[config.mk]
export PLATFORM = sky130hd
export DESIGN_NAME = adc_frontend
export DESIGN_NICKNAME = d
export VERILOG_FILES = /design/src/rtl/adc_frontend_pkg.sv /design/src/rtl/spi_clk_gen.sv /design/src/rtl/adc_frontend.sv
export SDC_FILE = /design/constraint.sdc
export NUM_CORES = 1
export LEC_CHECK = 0
export CAP_MARGIN = 0
export CORE_UTILIZATION = 43
export DETAILED_ROUTE_END_ITERATION = 16
export MAX_ROUTING_LAYER = met4
export PLACE_DENSITY_LB_ADDON = 0.3
export SYNTH_ARGS = -nofsm -noshare
export SYNTH_HDL_FRONTEND = slang
export SYNTH_SLANG_ARGS = --single-unit
[constraint.sdc]
create_clock -name clk -period 2.8 [get_ports clk]
set_input_delay 0.7 -clock clk [delete_from_list [all_inputs] [get_ports clk]]
set_output_delay 0.7 -clock clk [all_outputs]
set_load 0.01 [all_outputs]
[src/rtl/adc_frontend_pkg.sv]
// Shared types and frame constants for the ADC front end (pre-amp writer + ADC frame reader).
package adc_frontend_pkg;

    typedef enum logic [2:0] {
        IDLE,
        AMP_LOAD,
        CONV,
        ADC_READ,
        GAP
    } state_t;

    localparam int FRAME_BITS = 34;  // SPI_CLK periods per ADC read frame
    localparam int AMP_BITS   = 8;   // pre-amp gain word length
    localparam int CH0_FIRST  = 3;   // 1-based frame bit holding the ch0 MSB
    localparam int CH1_FIRST  = 19;  // 1-based frame bit holding the ch1 MSB
    localparam int SAMPLE_W   = 14;  // converter resolution

endpackage

[src/rtl/spi_clk_gen.sv]
// Serial clock divider: one tick every CLK_DIV clk cycles, alternating rise/fall strobes.
// The strobes are high in the clk cycle before the SPI_CLK edge they announce, so logic
// acting on a strobe updates on the same clk edge that moves SPI_CLK.
module spi_clk_gen #(
    parameter int CLK_DIV = 4
) (
    input  logic clk,
    input  logic rst,
    input  logic run,
    output logic sck_rise,
    output logic sck_fall,
    output logic SPI_CLK
);

    logic [7:0] div_cnt_reg;
    logic       phase_reg;
    logic       tick;

    // counter never reaches CLK_DIV-1 while held at zero, so no strobe fires when idle
    assign tick = (div_cnt_reg == 8'(CLK_DIV - 1));

    // restart from zero whenever run drops so every transaction begins with a full low half-period
    always_ff @(posedge clk) begin
        if (rst || !run) begin
            div_cnt_reg <= '0;
            phase_reg   <= 1'b0;
        end else if (tick) begin
            div_cnt_reg <= '0;
            phase_reg   <= ~phase_reg;
        end else begin
            div_cnt_reg <= div_cnt_reg + 8'd1;
        end
    end

    assign sck_rise = tick && !phase_reg;
    assign sck_fall = tick && phase_reg;
    assign SPI_CLK  = phase_reg;

endmodule

[src/rtl/adc_frontend.sv]
// ADC front end: programs the pre-amp gain over SPI, then runs convert/read/gap frames
// continuously while en is high. Define ADC_FRONTEND_CH1_EN to also expose the ch1 result
// on sample_ch1; without it the ch1 bits are clocked through and ignored.
module adc_frontend
    import adc_frontend_pkg::*;
#(
    parameter int         CLK_DIV   = 4,
    parameter logic [7:0] GAIN_INIT = 8'h11,
    parameter int         FRAME_GAP = 6
) (
    input  logic                clk,
    input  logic                rst,
    input  logic                en,
    input  logic                gain_load,
    input  logic [7:0]          gain,
    input  logic                MISO,
    output logic                MOSI,
    output logic                SPI_CLK,
    output logic                CS_AMP,
    output logic                ADC_Conv,
    output logic [SAMPLE_W-1:0] sample,
    output logic                sample_valid,
    output logic                busy
`ifdef ADC_FRONTEND_CH1_EN
    ,
    output logic [SAMPLE_W-1:0] sample_ch1
`endif
);

`ifdef ADC_FRONTEND_CH1_EN
    localparam int NUM_CH = 2;
`else
    localparam int NUM_CH = 1;
`endif

    state_t              state_reg, state_next;
    logic [7:0]          cnt_reg, cnt_next;
    logic [AMP_BITS-1:0] amp_sr_reg, amp_sr_next;
    logic [7:0]          pend_word_reg;
    logic                pend_flag_reg;
    logic                cap_done_reg, cap_next;
    logic                valid_reg;
    logic                sck_rise, sck_fall, sck_phase, run;

    // The IDLE decision cycle already counts as the first divider cycle of the next
    // transaction, so back-to-back frames repeat every (1+34+6)*2*CLK_DIV clk exactly.
    assign run = (state_next != IDLE);

    spi_clk_gen #(.CLK_DIV(CLK_DIV)) u_clk_gen (
        .clk      (clk),
        .rst      (rst),
        .run      (run),
        .sck_rise (sck_rise),
        .sck_fall (sck_fall),
        .SPI_CLK  (sck_phase)
    );

    // pending gain word: any request overwrites it (last wins); cleared when IDLE picks it up
    always_ff @(posedge clk) begin
        if (rst) begin
            pend_word_reg <= GAIN_INIT;
            pend_flag_reg <= 1'b1;
        end else if (gain_load) begin
            pend_word_reg <= gain;
            pend_flag_reg <= 1'b1;
        end else if (state_reg == IDLE) begin
            pend_flag_reg <= 1'b0;
        end
    end

    // FSM and shared counter registers
    always_ff @(posedge clk) begin
        if (rst) begin
            state_reg    <= IDLE;
            cnt_reg      <= '0;
            amp_sr_reg   <= '0;
            cap_done_reg <= 1'b0;
        end else begin
            state_reg    <= state_next;
            cnt_reg      <= cnt_next;
            amp_sr_reg   <= amp_sr_next;
            cap_done_reg <= cap_next;
        end
    end

    // next state: cnt counts falls in AMP_LOAD/GAP and rises in ADC_READ
    always_comb begin
        state_next  = state_reg;
        cnt_next    = cnt_reg;
        amp_sr_next = amp_sr_reg;
        cap_next    = 1'b0;
        case (state_reg)
            IDLE: begin
                cnt_next = '0;
                if (pend_flag_reg) begin
                    amp_sr_next = pend_word_reg;
                    state_next  = AMP_LOAD;
                end else if (en) begin
                    state_next = CONV;
                end
            end
            AMP_LOAD: begin
                if (sck_fall) begin
                    amp_sr_next = {amp_sr_reg[AMP_BITS-2:0], 1'b0};
                    cnt_next    = cnt_reg + 8'd1;
                    if (cnt_reg == 8'(AMP_BITS - 1)) state_next = IDLE;
                end
            end
            CONV: begin
                if (sck_fall) begin
                    cnt_next   = '0;
                    state_next = ADC_READ;
                end
            end
            ADC_READ: begin
                if (sck_rise) begin
                    cnt_next = cnt_reg + 8'd1;
                    cap_next = (cnt_reg == 8'(FRAME_BITS - 1));
                end
                if (sck_fall && (cnt_reg == 8'(FRAME_BITS))) begin
                    cnt_next   = '0;
                    state_next = GAP;
                end
            end
            GAP: begin
                if (sck_fall) begin
                    cnt_next = cnt_reg + 8'd1;
                    if (cnt_reg == 8'(FRAME_GAP - 1)) state_next = IDLE;
                end
            end
            default: state_next = IDLE;
        endcase
    end

    // one capture lane per exposed channel, each shifting in only its own bit window
    for (genvar gi = 0; gi < NUM_CH; gi++) begin : g_ch
        localparam int FIRST = (gi == 0) ? CH0_FIRST : CH1_FIRST;
        logic [SAMPLE_W-1:0] sr_reg;
        logic [SAMPLE_W-1:0] out_reg;
        logic                in_window;

        assign in_window = (state_reg == ADC_READ) && sck_rise &&
                           (cnt_reg >= 8'(FIRST - 1)) && (cnt_reg < 8'(FIRST - 1 + SAMPLE_W));

        // shift MSB first during the window; publish once the whole frame has been clocked
        always_ff @(posedge clk) begin
            if (rst) begin
                sr_reg  <= '0;
                out_reg <= '0;
            end else begin
                if (in_window) sr_reg <= {sr_reg[SAMPLE_W-2:0], MISO};
                if (cap_done_reg) out_reg <= sr_reg;
            end
        end
    end

    // sample_valid follows the 34th rising edge by one clk, aligned with the result update
    always_ff @(posedge clk) begin
        if (rst) valid_reg <= 1'b0;
        else     valid_reg <= cap_done_reg;
    end

    assign sample       = g_ch[0].out_reg;
`ifdef ADC_FRONTEND_CH1_EN
    assign sample_ch1   = g_ch[1].out_reg;
`endif
    assign sample_valid = valid_reg;
    assign busy         = (state_reg != IDLE);
    assign CS_AMP       = (state_reg != AMP_LOAD);
    assign ADC_Conv     = (state_reg == CONV);
    assign MOSI         = (state_reg == AMP_LOAD) && amp_sr_reg[AMP_BITS-1];
    assign SPI_CLK      = sck_phase && ((state_reg == AMP_LOAD) || (state_reg == ADC_READ));

endmodule

After elaboration in Yosys (flattened, before gate mapping)
Index checks and enable logic that the tools add are counted.
- memory bits (read-only): 0
- logic and storage cells: 73
- input bits: 13
- register bits: 67
- memories kept: 0
- output and inout bits: 20
- memory bits (writable): 0
- latch bits: 0
- bitwise logic cells: 3
- equal/unequal tests: 15
- $mul: 0
- $add $sub $neg: 2
- $lt $le $gt $ge: 2
- multiplexer cells: 17
- shift-type cells: 0
- div/mod/pow operators: 0
- reduce and logical (&&, ||, !) cells: 23
- operator list (kind ; count):
    $mux 8 ; 6
    $pmux 8 s4 ; 1
    $mux 3 ; 8
    $add 8x1->8 const B ; 2
    $eq 8x3->1 const B ; 2
    $eq 8x6->1 const B ; 2
    $pmux 8 s2 ; 1
    $pmux 3 s5 ; 1
    $eq 8x2->1 const B ; 1
    $ge 8x2->1 const B ; 1
    $logic_and 1x1->1 ; 8
    $lt 8x5->1 const B ; 1
    $eq 3x2->1 const B ; 2
    $reduce_bool 3->1 ; 2
    $reduce_or 2->1 ; 3
    $ne 2x1->1 const B ; 2
    $ne 2x2->1 const B ; 2
    $reduce_and 4->1 ; 1
    $reduce_bool 4->1 ; 1
    $eq 3x1->1 const B ; 1
    $eq 3x3->1 const B ; 1
    $logic_not 3->1 ; 1
    $ne 3x1->1 const B ; 1
    $ne 3x3->1 const B ; 1
    6 further kinds ; 10

Longest topological paths before layout
- depth in word-level cells: 9
- depth in mapped cells: 9
- depth with buffers taken out: 7

By module
From an unflattened synthesis, not the netlist that was laid out.
- cells, all modules: 308
- area total of the unflattened synthesis: 2885.3 um^2
- modules (own cells, without submodules) (module ; cells each ; area each (um^2) ; seq. area each (um^2) ; instances):
    adc_frontend ; 261 ; 2461.1 ; 1161.1 ; 1
    spi_clk_gen ; 47 ; 424.2 ; 180.2 ; 1

Worst setup path after synthesis
OpenSTA, ideal clock, no wires.
- path kind: register to register
- start: register u_clk_gen.div_cnt_reg[0]
- end: register u_clk_gen.div_cnt_reg[2]
- data required time: 2.662 ns
- setup slack: 0.695 ns
- stages on the path, launching flop included: 7
- period minus slack after synthesis: 2.105 ns
- path buffers: 0
- library setup time: 0.138 ns
- data arrival time: 1.967 ns
- cell sequence: dfxtp_1 > ha_1 > or4b_4 > nor2_4 > a41oi_2 > o41ai_4 > nor3_1
- word-level cells in the longest chain between the ends: 9
- elaborated cells between the ends (all ways): 13
- those cells by class: 1 x add/sub; 1 x eq/ne; 5 x mux; 6 x reduce/logical
- ends and longest elaborated chain (item ; RTL line ; source):
    start: declaration ; spi_clk_gen.sv:15 ; logic [7:0] div_cnt_reg;
    start signal: assignment ; spi_clk_gen.sv:31 ; div_cnt_reg <= div_cnt_reg + 8'd1;
    $eq 8x2->1 ; spi_clk_gen.sv:20 ; assign tick = (div_cnt_reg == 8'(CLK_DIV - 1));
    $logic_and 1x1->1 ; spi_clk_gen.sv:36 ; assign sck_fall = tick && phase_reg;
    $logic_and 1x1->1 ; adc_frontend.sv:120 ; if (sck_fall && (cnt_reg == 8'(FRAME_BITS))) begin
    $mux 3 ; adc_frontend.sv:120 ;
    $pmux 3 s5 ; adc_frontend.sv:92 ; case (state_reg)
    $reduce_bool 3->1 ; adc_frontend.sv:47 ; assign run = (state_next != IDLE);
    $logic_not 1->1 ; spi_clk_gen.sv:24 ; if (rst || !run) begin
    $logic_or 1x1->1 ; spi_clk_gen.sv:24 ;
    $reduce_or 2->1 (no source line) ; - ;
Several ways; a longest one is shown, not always the timed one.
A chain may end at the register's enable or synchronous reset.

Worst setup path in the final report
- start: register state_reg[0]
- end: output port busy
- word-level cells in the longest chain between the ends: 1
- ends and longest elaborated chain (item ; RTL line ; source):
    start: declaration ; adc_frontend.sv:36 ; state_t state_reg, state_next;
    start signal: assignment ; adc_frontend.sv:79 ; state_reg <= state_next;
    $reduce_bool 3->1 ; adc_frontend.sv:168 ; assign busy = (state_reg != IDLE);
    end: declaration ; adc_frontend.sv:23 ; output logic busy
No other way between the ends.

==> results_dict.tcl <==
set metrics [dict create \
    track_usage 0.174 \
    fillers 612 \
    min_path_type "reg -> reg" \
    finalCritPeriodShare 0.922 \
    maxSlewViolCount 0 \
    synth_edf_count 0 \
    antenna_found_initial 0 \
    fin_nets 389 \
    combPwrFrac 0.117 \
    ir_drop_v 0.000373 \
    ys_types 49 \
    die_area_um2 7260 \
    grt_pass1_wl_um 9650 \
    switching_share 0.259 \
    syn-cell-area_um2 2980 \
    worst_path_largest_cell_delay_ns 0.51 \
    yosys_warnings 0 \
    slowest_stage "clkdlybuf4s50_1" \
    root_buffer "clkbuf_8" \
    max_freq_mhz 387 \
    avgViaCountPerCell 5.36 \
    netSwitchingPower_uw 530 \
    min_period_ns 2.58 \
    avgSynthCellArea_um2 8.75 \
    antenna_cells 0 \
    area_growth_pct 19.9 \
    critical_path.top_delay_family "buffers and inverters" \
    setup_tns_ns 0 \
    cts_buffer_depth 2 \
    pwr_density_cell_nw_per_um2 572 \
    synth_top_area_share 0.451 \
    arrival_ns 1.88 \
    clock-sinks 67 \
    yosys.area.top_type "dfxtp_1" \
    synth_area_leaders "dfxtp_1, mux2i_1, nand2_1" \
    h-tree-depth 3 \
    clk_pin_slew_ns 0.07 \
    grt_pass1_vias 2161 \
    port_buffers 32 \
    worst-path-buf-inv 2 \
    yosysMostFrequentCell "dfxtp_1" \
    cts-resized-gates 0 \
    dr.pass1.iters 4 \
    cts_buffers 9 \
    core.rowCount 29 \
    syn_inst 340 \
    overflow 0 \
    drive_gt1_frac 0.0875 \
    hpwl_um 3940 \
    cts_tree "yes" \
    async_flop_share 0 \
    p_int_mw 1.51 \
    routed_wl_um 5730 \
    worstSkewPairLatency_ns 0.34 \
    coreArea_um2 6530 \
    fin_worst_skew_ns 0.00620 \
    synthesis.nets 357 \
    post_cts_buffers 0 \
    grt_max_degree 50 \
    wl_per_cell_um 12.6 \
    detail_route.iter0.violations 126 \
    routabilityCongestion 0.860 \
    end_kind "output pin" \
    ios 33 \
    critPathLaunchType "flip-flop" \
    synth_seq_area_share 0.451 \
    drtAntennaViolNets 0 \
    dieWidth_um 85.2 \
    hold_viol 0 \
    initial_core_util 0.456 \
    drc_errors 0 \
    worstMarginPinSlew_ns 0.921 \
    path_cells "or2_2 -> nor2_2 -> clkinv_1 -> clkdlybuf4s50_1" \
    fp.dieH_um 85.2 \
    yosys_register_bits 67 \
    status "completed" \
    p_leak_nw 1.23 \
    ys.flop_type "dfxtp_1" \
    critPathRequiredTime_ns 2.10 \
    hold_ws_ns 0.462 \
    vias 2435 \
    slew_headroom 0.383 \
    pwr-share-clk 0.385 \
    crit_path_max_fanout 8 \
    finalSetupViolations 0 \
    seqPwrFrac 0.498 \
    netlist_top_cells_count "dfxtp_1, nand2_1, nor2_1" \
    cts_hold_buf 0 \
    crit_type "reg -> out" \
    fin_util 0.546 \
    cap_violations 0 \
    rsz0062_at_grt "no" \
]
cell families after synthesis:
| kind of cell | count (synthesis) | synth area share |
|---|---|---|
| compound gates | 60 | 0.140 |
| buf+inv | 28 | 0.0383 |
| mux | 25 | 0.0841 |
| flops | 67 | 0.451 |
| simple gates | 149 | 0.249 |
| fa+ha+maj | 4 | 0.0168 |
| xor+xnor | 7 | 0.0206 |
metrics by stage:
step                worst slack, ns  std cells  instance area, um2  power (mW)
global route                  0.105        454                3570        2.14
CTS                          0.0756        454                3570        2.07
global placement              0.478        438                3370        1.27
detailed placement            0.442        438                3370        1.28
finish                        0.217        454                3570        2.04
floorplan                     0.695        340                2980        1.20
metal layers:
layer / GRT usage / routed length [um] / vias to the layer above / share of wire
li1: - / - / 1260 / -
met5: - / 0 / - / 0
met2: 0.269 / 2640 / 56 / 0.46
met1: 0.216 / 2730 / 1111 / 0.48
met4: 0.0601 / 78 / 0 / 0.014
met3: 0.0506 / 284 / 8 / 0.050
cell usage in the layout (no fill, tap or decap), drive strengths merged, types with 4 or more instances in the layout:
| cell type | count |
|---|---|
| xor2 | 4 |
| o21ai | 4 |
| mux2i | 25 |
| nor2b | 5 |
| clkdlybuf4s50 | 31 |
| a21oi | 28 |
| nor3 | 7 |
| nand2 | 46 |
| buf | 9 |
| nand2b | 6 |
| a311oi | 7 |
| ha | 4 |
| and3 | 4 |
| nand3 | 22 |
| inv | 10 |
| dfxtp | 67 |
| nor2 | 41 |
| clkbuf | 9 |
| a31oi | 4 |
worst register-to-register path: cells and delay by family, from the launching register on:
kind / cells / cell delay, ns
simple gates: 3 / 0.81
flops: 1 / 0.35
fa+ha+maj: 1 / 0.26
compound gates: 2 / 0.81
cell type report:
type | count | area [um2] | share of cell area
multi-input combinational | 245 | 1520 | 0.427
tap | 77 | 96.3 | 0.0270
clock inverter | 7 | 75.1 | 0.0210
inverter | 9 | 33.8 | 0.00947
clock buffer | 9 | 124 | 0.0347
timing repair buffer | 40 | 375 | 0.105
sequential | 67 | 1340 | 0.376
worst paths after layout:
kind / startpoint / end / slack, ns / cells after the start
setup / recovery: state_reg[0]$_SDFF_PP0_ / busy / 0.22 / 4
setup reg to reg: u_clk_gen.div_cnt_reg[0]$_SDFF_PP0_ / u_clk_gen.div_cnt_reg[2]$_SDFF_PP0_ / 0.42 / 6
hold / removal: u_clk_gen.div_cnt_reg[0]$_SDFF_PP0_ / u_clk_gen.div_cnt_reg[0]$_SDFF_PP0_ / 0.46 / 1
hold reg to reg: u_clk_gen.div_cnt_reg[0]$_SDFF_PP0_ / u_clk_gen.div_cnt_reg[0]$_SDFF_PP0_ / 0.46 / 1
power by group through the flow:
stage	sequential, mW	combinational [mW]	clock [mW]
global route	1.02	0.263	0.860
CTS	1.02	0.240	0.816
detailed placement	1.04	0.238	0
finish	1.02	0.239	0.787
floorplan	1.03	0.166	0
global placement	1.04	0.236	0
Power figures use the tool's default switching activity.
